<file path="config.mk">
export PLATFORM = sky130hd
export DESIGN_NAME = reel_controller_flat
export DESIGN_NICKNAME = d
export VERILOG_FILES = /design/src/rtl/reel_if.sv /design/src/rtl/reel_controller.sv /design/src/flat_wrapper.sv
export SDC_FILE = /design/constraint.sdc
export NUM_CORES = 1
export LEC_CHECK = 0
export ABC_AREA = 1
export BUFFER_PORTS_ARGS = -buffer_cell sky130_fd_sc_hd__buf_2
export CAP_MARGIN = 20
export CORE_ASPECT_RATIO = 1.25
export CORE_MARGIN = 1.5
export CORE_UTILIZATION = 50
export CTS_CLUSTER_SIZE = 10
export DETAILED_ROUTE_END_ITERATION = 7
export HOLD_SLACK_MARGIN = 0.12
export MAX_ROUTING_LAYER = met4
export PLACE_DENSITY = 0.79
export SETUP_SLACK_MARGIN = 0.4
export SLEW_MARGIN = 20
export SYNTH_ARGS = -nofsm -noshare
export SYNTH_HDL_FRONTEND = slang
export SYNTH_SLANG_ARGS = --single-unit
</file>
<file path="constraint.sdc">
create_clock -name clk -period 1.48 [get_ports clk]
set_input_delay 0.148 -clock clk [delete_from_list [all_inputs] [get_ports clk]]
set_output_delay 0.148 -clock clk [all_outputs]
set_load 0.02 [all_outputs]
</file>
<file path="src/rtl/reel_if.sv">
// Handshake bundle for the three-reel spin sequencer.
// The master drives the strobes and buttons; the slave (the sequencer) drives the reel state.
interface reel_if;
  logic       spin_tick;
  logic       btn_spin;
  logic       btn_stop;
  logic [2:0] reel0;
  logic [2:0] reel1;
  logic [2:0] reel2;
  logic [2:0] spinning;
  logic       busy;
  logic       result_valid;
  logic       win;

  modport master (
    output spin_tick, btn_spin, btn_stop,
    input  reel0, reel1, reel2, spinning, busy, result_valid, win
  );

  modport slave (
    input  spin_tick, btn_spin, btn_stop,
    output reel0, reel1, reel2, spinning, busy, result_valid, win
  );
endinterface

</file>
<file path="src/rtl/reel_controller.sv">
// Three-reel spin sequencer: advances reels on spin_tick, stops them one at a time
// on button presses or a tick timeout, and pulses the final result for one cycle.
module reel_controller #(
  parameter int unsigned NUM_SYMBOLS = 8,
  parameter int unsigned AUTO_STOP   = 16
) (
  input logic   clk,
  input logic   rst_n,
  reel_if.slave bus
);

  typedef enum logic [1:0] {StIdle, StSpin, StDone} state_e;

  localparam logic [3:0] NumSym    = 4'(NUM_SYMBOLS);
  localparam logic [7:0] StopCount = 8'(AUTO_STOP - 1);

  state_e          state_q, state_d;
  logic [2:0][2:0] reel_q, reel_d;
  logic [2:0]      spin_q, spin_d;
  logic [7:0]      cnt_q, cnt_d;
  logic            win_q, win_d;
  logic            stop_evt;

  function automatic logic [2:0] advance(input logic [2:0] cur, input logic [3:0] step);
    logic [3:0] sum;
    sum = {1'b0, cur} + step;
    if (sum >= NumSym) sum = sum - NumSym;
    return sum[2:0];
  endfunction

  always_comb begin
    state_d  = state_q;
    reel_d   = reel_q;
    spin_d   = spin_q;
    cnt_d    = cnt_q;
    win_d    = 1'b0;
    stop_evt = 1'b0;
    unique case (state_q)
      StIdle: begin
        if (bus.btn_spin) begin
          state_d = StSpin;
          spin_d  = 3'b111;
          cnt_d   = '0;
        end
      end
      StSpin: begin
        stop_evt = bus.btn_stop || (bus.spin_tick && (cnt_q == StopCount));
        if (stop_evt) begin
          // Clear only the lowest set bit, even if press and timeout coincide.
          spin_d = spin_q & (spin_q - 3'd1);
          cnt_d  = '0;
        end else if (bus.spin_tick) begin
          cnt_d = cnt_q + 8'd1;
        end
        // Advance using the post-stop mask so a reel stopped this cycle stays put.
        if (bus.spin_tick) begin
          for (int k = 0; k < 3; k++) begin
            if (spin_d[k]) reel_d[k] = advance(reel_q[k], 4'(k + 1));
          end
        end
        if (stop_evt && (spin_d == 3'b000)) begin
          state_d = StDone;
          win_d   = (reel_d[0] == reel_d[1]) && (reel_d[1] == reel_d[2]);
        end
      end
      StDone:  state_d = StIdle;
      default: state_d = StIdle;
    endcase
  end

  always_ff @(posedge clk or negedge rst_n) begin
    if (!rst_n) begin
      state_q <= StIdle;
      reel_q  <= '0;
      spin_q  <= '0;
      cnt_q   <= '0;
      win_q   <= 1'b0;
    end else begin
      state_q <= state_d;
      reel_q  <= reel_d;
      spin_q  <= spin_d;
      cnt_q   <= cnt_d;
      win_q   <= win_d;
    end
  end

  assign bus.reel0        = reel_q[0];
  assign bus.reel1        = reel_q[1];
  assign bus.reel2        = reel_q[2];
  assign bus.spinning     = spin_q;
  assign bus.busy         = (state_q == StSpin);
  assign bus.result_valid = (state_q == StDone);
  assign bus.win          = win_q;

endmodule
</file>
<file path="src/flat_wrapper.sv">
// flat-port wrapper written by rule: the top's interface ports become plain ports
module reel_controller_flat 
#(
  parameter int unsigned NUM_SYMBOLS = 8,
  parameter int unsigned AUTO_STOP   = 16
)
  (clk, rst_n, bus_spin_tick, bus_btn_spin, bus_btn_stop, bus_reel0, bus_reel1, bus_reel2, bus_spinning, bus_busy, bus_result_valid, bus_win);
  reel_if bus_i ();
  input logic clk;
  input logic rst_n;
  input wire logic [$bits(bus_i.spin_tick)-1:0] bus_spin_tick;
  input wire logic [$bits(bus_i.btn_spin)-1:0] bus_btn_spin;
  input wire logic [$bits(bus_i.btn_stop)-1:0] bus_btn_stop;
  output wire logic [$bits(bus_i.reel0)-1:0] bus_reel0;
  output wire logic [$bits(bus_i.reel1)-1:0] bus_reel1;
  output wire logic [$bits(bus_i.reel2)-1:0] bus_reel2;
  output wire logic [$bits(bus_i.spinning)-1:0] bus_spinning;
  output wire logic [$bits(bus_i.busy)-1:0] bus_busy;
  output wire logic [$bits(bus_i.result_valid)-1:0] bus_result_valid;
  output wire logic [$bits(bus_i.win)-1:0] bus_win;
  assign bus_i.spin_tick = bus_spin_tick;
  assign bus_i.btn_spin = bus_btn_spin;
  assign bus_i.btn_stop = bus_btn_stop;
  assign bus_reel0 = bus_i.reel0;
  assign bus_reel1 = bus_i.reel1;
  assign bus_reel2 = bus_i.reel2;
  assign bus_spinning = bus_i.spinning;
  assign bus_busy = bus_i.busy;
  assign bus_result_valid = bus_i.result_valid;
  assign bus_win = bus_i.win;
  reel_controller #(.NUM_SYMBOLS(NUM_SYMBOLS), .AUTO_STOP(AUTO_STOP)) u_core (.clk(clk), .rst_n(rst_n), .bus(bus_i));
endmodule
</file>
# --- Yosys cells after proc, flatten, opt, wreduce, memory -nomap -nowiden ---
# Index checks and enable logic that the tools add are counted.
totals:
  ff_bits: 23
  input_bits: 5
  output_inout_bits: 15
  word_cells: 58
op_classes:
  addsub: 8
  order_cmp: 3
  eq_ne: 8
  mux: 21
  n_bitwise: 1
  reduce_logical: 10
op_table:
  columns: ["cell", "count"]
  rows:
  - ["2-to-1 mux 3 bit", 9]
  - ["2-to-1 mux 8 bit", 3]
  - ["2-to-1 mux 9 bit", 2]
  - ["case mux 8 bit (2 select lines)", 1]
  - ["greater-or-equal comparator 4 bit, second input constant", 3]
  - ["subtractor 3 x 1 -> 3 bit, second input constant", 4]
  - ["adder 3 x 2 -> 4 bit, second input constant", 2]
  - ["adder 8 x 1 -> 8 bit, second input constant", 1]
  - ["equality test 8 x 4 -> 1 bit, second input constant", 1]
  - ["equality test 3 bit", 2]
  - ["case mux 3 bit (2 select lines)", 1]
  - ["adder 3 x 1 -> 4 bit, second input constant", 1]
  - ["2-to-1 mux 2 bit", 2]
  - ["case mux 2 bit (2 select lines)", 1]
  - ["AND reduction 2 bit", 2]
  - ["AND 3 bit", 1]
  - ["logical AND 1 bit", 3]
  - ["logical NOT 3 bit", 1]
  - ["!= test 3 x 2 -> 1 bit, second input constant", 1]
  - ["AND reduction 3 bit", 1]
  - ["equality test 2 x 1 -> 1 bit, second input constant", 1]
  - ["equality test 2 bit, second input constant", 1]
  - ["logical NOT 2 bit", 1]
  - ["2-to-1 mux 1 bit", 2]
  - ["4 further kinds", 4]

# --- Longest topological paths before layout ---
depth:
  ltp_word: 12
  ltp_mapped: 14
  mapped_depth_nobuf: 14

# --- Worst setup path after synthesis ---
# OpenSTA, ideal clock, no wires.
synth_path:
  kind: "flip-flop to flip-flop"
  from: "reg u_core.cnt_q[0]"
  to: "reg u_core.win_q (netlist: u_core.bus.win)"
  arrival_time_ns: 1.487
  required_ns: 1.407
  path_slack_ns: -0.080
  stages_incl_launch_ff: 10
  path_buffers: 0
  path_cell_list: "dfrtp_1 ha_1 nand2_1 nor2_1 nand3_1 nand4_1 nor2_1 xnor2_1 nand3_1 a21oi_2"
synth_via:
  elab_chain_cells: 12
  word_cells_on_any_way: 17
  cone_classes: "3 x eq/ne; 9 x mux; 5 x reduce/logical"
synth_lines:
  columns: ["element", "line", "text"]
  rows:
  - ["from (decl)", "reel_controller.sv:20", "logic [7:0] cnt_q, cnt_d;"]
  - ["from (signal assigned)", "reel_controller.sv:82", "cnt_q <= cnt_d;"]
  - ["equality test 8 x 4 -> 1 bit *", "reel_controller.sv:47", "stop_evt = bus.btn_stop || (bus.spin_tick && (cnt_q == StopCount));"]
  - ["logical AND 1 bit *", "reel_controller.sv:47", null]
  - ["logical OR 1 bit *", "reel_controller.sv:47", null]
  - ["2-to-1 mux 3 bit", "reel_controller.sv:48", "if (stop_evt) begin"]
  - ["2-to-1 mux 3 bit", "reel_controller.sv:38", "unique case (state_q)"]
  - ["2-to-1 mux 3 bit", "reel_controller.sv:58", "if (spin_d[k]) reel_d[k] = advance(reel_q[k], 4'(k + 1));"]
  - ["2-to-1 mux 9 bit", "reel_controller.sv:56", "if (bus.spin_tick) begin"]
  - ["2-to-1 mux 9 bit", "reel_controller.sv:38", null]
  - ["equality test 3 bit", "reel_controller.sv:63", "win_d = (reel_d[0] == reel_d[1]) && (reel_d[1] == reel_d[2]);"]
  - ["logical AND 1 bit", "reel_controller.sv:63", null]
  - ["2-to-1 mux 1 bit *", "reel_controller.sv:61", "if (stop_evt && (spin_d == 3'b000)) begin"]
  - ["2-to-1 mux 1 bit *", "reel_controller.sv:38", null]
  - ["named net u_core.win_d", "reel_controller.sv:21", "logic win_q, win_d;"]
  - ["to (signal assigned)", "reel_controller.sv:83", "win_q <= win_d;"]
  - ["to (decl)", "reel_controller.sv:21", null]
# Mark *: on every way through the listed nets, which the timed path passes. The rest lies on a longest branch. The select of a mux whose other input is x is not followed.
# A chain may end at the register's enable or synchronous reset.

# --- Worst setup path in the final report ---
# Ends and elaborated chain as after synthesis.

==> flow_summary_export.csv <==
group,metric,value,unit
clock_tree,clockRootBuffer,"clkbuf_4",
die,initial_core_util,54.3,%
job,drv_cap,0,
placed_design,portBuffers,18,
detailed_routing,drc_errors,0,
synth,synth_warnings,0,
worst_setup_path,worst-setup-path-type,"reg2reg",
clock_tree,clkLatencyLatePin,0.33,ns
pwr,p_leak,1.11,nW
cells_and_area,final_cell_mix,"36 x nand2_1, 32 x buf_4, 24 x buf_6, 22 x dfrtp_1, 20 x inv_1",
cells_and_area,final_cells,286,
die,dieArea,0.00304,sq mm
global_routing,antenna_found_initial,0,
clock_tree,path_clk_slew,0.13,ns
worst_setup_path,path_max_fanout,6,
die,dieHeight,61.3,um
worst_hold_path,worstHoldStart,"bus_btn_spin",
global_routing,grt_use_met2,53.1,%
cells_and_area,n_antenna_cell,0,
timing,finalSetupTns,-3.09,ns
worst_setup_path,critical_path.slowest_cell,"dfrtp_1",
timing,finalHoldViolations,0,
synth,ys_seq_elements,22,
timing,finalSetupViolCount,20,
timing,skew,0.0156,ns
timing,fin_crit,1.84,ns
cells_and_area,final_util,90.1,%
timing,rsz0062_at_grt,"true",
timing,post-route-period-util,124,%
worst_hold_path,worst_hold_path_type,"in2reg",
timing,slew_viol_final,0,
global_routing,grt_max_degree,23,
cells_and_area,area_growth,66.2,%
detailed_routing,drt_first_pass_iters,5,
placed_design,dp.cells,255,
die,ios,20,
global_routing,grt_pass1_wl,6460,um
worst_setup_path,crit_path_end_kind,"flip-flop",
synth,synth_cell_type_count,33,
clock_tree,cts.sinks,22,
detailed_routing,wl_per_cell,18.2,um
pwr,irDropWorstVdd,0.00151,V
worst_setup_path,cp_data_arrival_time,2.10,ns
global_routing,busiest_layer,"met2",
timing,worst_pin_slew,0.528,ns
die,core-area,0.00250,sq mm
placed_design,place_hpwl,2440,um
synth,synthCells,186,
worst_setup_path,critical_path.startpoint_type,"flip-flop",
worst_setup_path,cp_data_required_time,1.74,ns
die,fp.dieW,49.6,um
clock_tree,cts_htree_levels,1,
synth,syn_avg_cell_area,7.30,sq um
worst_setup_path,crit-reg2reg-launch,"u_core.cnt_q[0]$_DFFE_PN0P_",
synth,synth_nets,194,
worst_setup_path,reg2reg_slack,-0.36,ns
die,rows,20,
clock_tree,cts_tree,"done",
detailed_routing,ant_nets,0,
worst_setup_path,crit_start,"u_core.cnt_q[0]$_DFFE_PN0P_",
synth,ys_seq_area_share,40.6,%
detailed_routing,vias,1644,
timing,worst_slack,-0.360,ns
global_routing,grt_pass1_vias,1484,
outcome,violations,"negative setup slack",
worst_setup_path,max_stage_delay,0.44,ns
synth,synth_area,0.00136,sq mm
cells_and_area,final_common_cell,"nand2_1",
worst_setup_path,path_common_cell,"nor2_2",
detailed_routing,wl,5190,um
global_routing,overflow,0,
clock_tree,cts_buffers,3,
timing,slew_headroom,64.8,%
global_routing,grt_usage,29.3,%
global_routing,use_met3,5.10,%
worst_setup_path,critPathBufInv,0,
cells_and_area,drive_gt1_share,51.8,%
detailed_routing,drt_iter0_drc,60,
worst_setup_path,cp_cell_sequence,"ha_4, nand3_2, nor2_2, nand2_2, nand2_4, o211ai_4, nor2_2, nand2_1, nor2_1, nand3_1, a21oi_2",
cells_and_area,fin_nets,262,
placed_design,gp_congestion,0.894,
outcome,status,"finished, violations left",
clock_tree,clockBufferDepth,2,
detailed_routing,vias_per_cell,5.75,
pwr,p_per_area,1950,mW/mm^2
worst_setup_path,path_delay_family,"simple AND/OR/NAND/NOR gates",
timing,max_freq,0.543,GHz
global_routing,use_met1,30.4,%
## what timing repair did
action,CTS,global route
endpoints found under the setup margin,30,35
hold buffers,2,0
cloned,1,0
resized for setup,58,48
buffers inserted,14,10
hold endpoints to repair,24,0
pin swaps,15,20
## cell families after synthesis
group	after synthesis	synth area share [%]
simple gates	101	34.5
buf+inv	30	8.85
compound gates	26	11.2
flops	22	40.6
xor+xnor	3	1.94
fa+ha+maj	3	2.77
other cells	1	0.276
## worst paths after layout
kind                                                       to  depth (start not counted)
max                                  u_core.bus.win$_DFF_PN0_                         11
min                        u_core.bus.spinning[0]$_DFFE_PN0P_                          3
max reg2reg                          u_core.bus.win$_DFF_PN0_                         11
min reg2reg                   u_core.bus.reel2[2]$_DFFE_PN0P_                          2
min in group asynchronous         u_core.cnt_q[2]$_DFFE_PN0P_                          2
max in group asynchronous         u_core.cnt_q[5]$_DFFE_PN0P_                          2
## cells in the mapped netlist, drive strengths merged
cell | n | area share [%]
a21oi | 6 | 2.5
a22oi | 2 | 1.1
a31oi | 1 | 0.46
and3 | 1 | 0.46
buf | 2 | 0.92
clkbuf | 1 | 0.28
clkinv | 1 | 0.28
conb | 1 | 0.28
dfrtp | 22 | 41
ha | 3 | 2.8
inv | 26 | 7.4
nand2 | 61 | 19
nand3 | 15 | 5.5
nand4 | 4 | 1.8
nor2 | 15 | 4.9
nor3 | 4 | 1.8
nor4 | 1 | 0.46
o211ai | 1 | 0.92
o21a | 1 | 0.55
o21ai | 14 | 5.2
o22ai | 1 | 0.46
xnor2 | 2 | 1.3
xor2 | 1 | 0.65
## flip-flops by register name (all words and copies together) (netlist names)
| register | flops |
|---|---|
| u_core.state_q | 2 |
| u_core.bus.reel2 | 3 |
| u_core.bus.reel0 | 3 |
| u_core.bus.win | 1 |
| u_core.bus.reel1 | 2 |
| u_core.cnt_q | 8 |
| u_core.bus.spinning | 3 |
## routing by layer
| layer | routed length, um | vias up |
|---|---|---|
| li1 | - | 732 |
| met1 | 1950 | 791 |
| met2 | 2700 | 94 |
| met3 | 331 | 27 |
| met4 | 218 | 0 |
| met5 | 0 | - |
## report_power, final
group	internal, mW	switching (mW)	leakage, nW	total [mW]
Sequential	0.779	0.235	0.283	1.01
Combinational	1.35	1.69	0.809	3.04
Clock	0.151	0.196	0.0210	0.347
Total	2.28	2.12	1.11	4.40
## area by class of cell
| class | instances | area, sq um |
|---|---|---|
| Clock buffer | 4 | 36.3 |
| Inverter | 27 | 119 |
| Timing Repair Buffer | 65 | 586 |
| Tap cell | 33 | 41.3 |
| Sequential cell | 22 | 551 |
| Fill cell | 108 | 246 |
| Timing Repair inverter | 1 | 6.26 |
| Multi-Input combinational cell | 134 | 917 |
## worst reg2reg max path, cell delays in order (launching register included)
cell and delay (ns):
dfrtp_1 0.44, ha_4 0.19, nand3_2 0.06, nor2_2 0.10, nand2_2 0.09, nand2_4 0.15
o211ai_4 0.11, nor2_2 0.16, nand2_1 0.08, nor2_1 0.17, nand3_1 0.12, a21oi_2 0.11
## through the flow
step / power [mW] / cell area (sq um) / setup WS, ns / hold WS, ns
detailed placement: 2.70 / 1650 / -0.186 / 0.148
finish: 4.40 / 2260 / -0.360 / 0.203
CTS: 3.68 / 1990 / -0.201 / 0.146
global route: 4.59 / 2260 / -0.468 / 0.230
global placement: 2.65 / 1650 / -0.120 / 0.137
floorplan: 2.10 / 1380 / -0.0426 / -0.148
(Power assumes the default switching activity.)
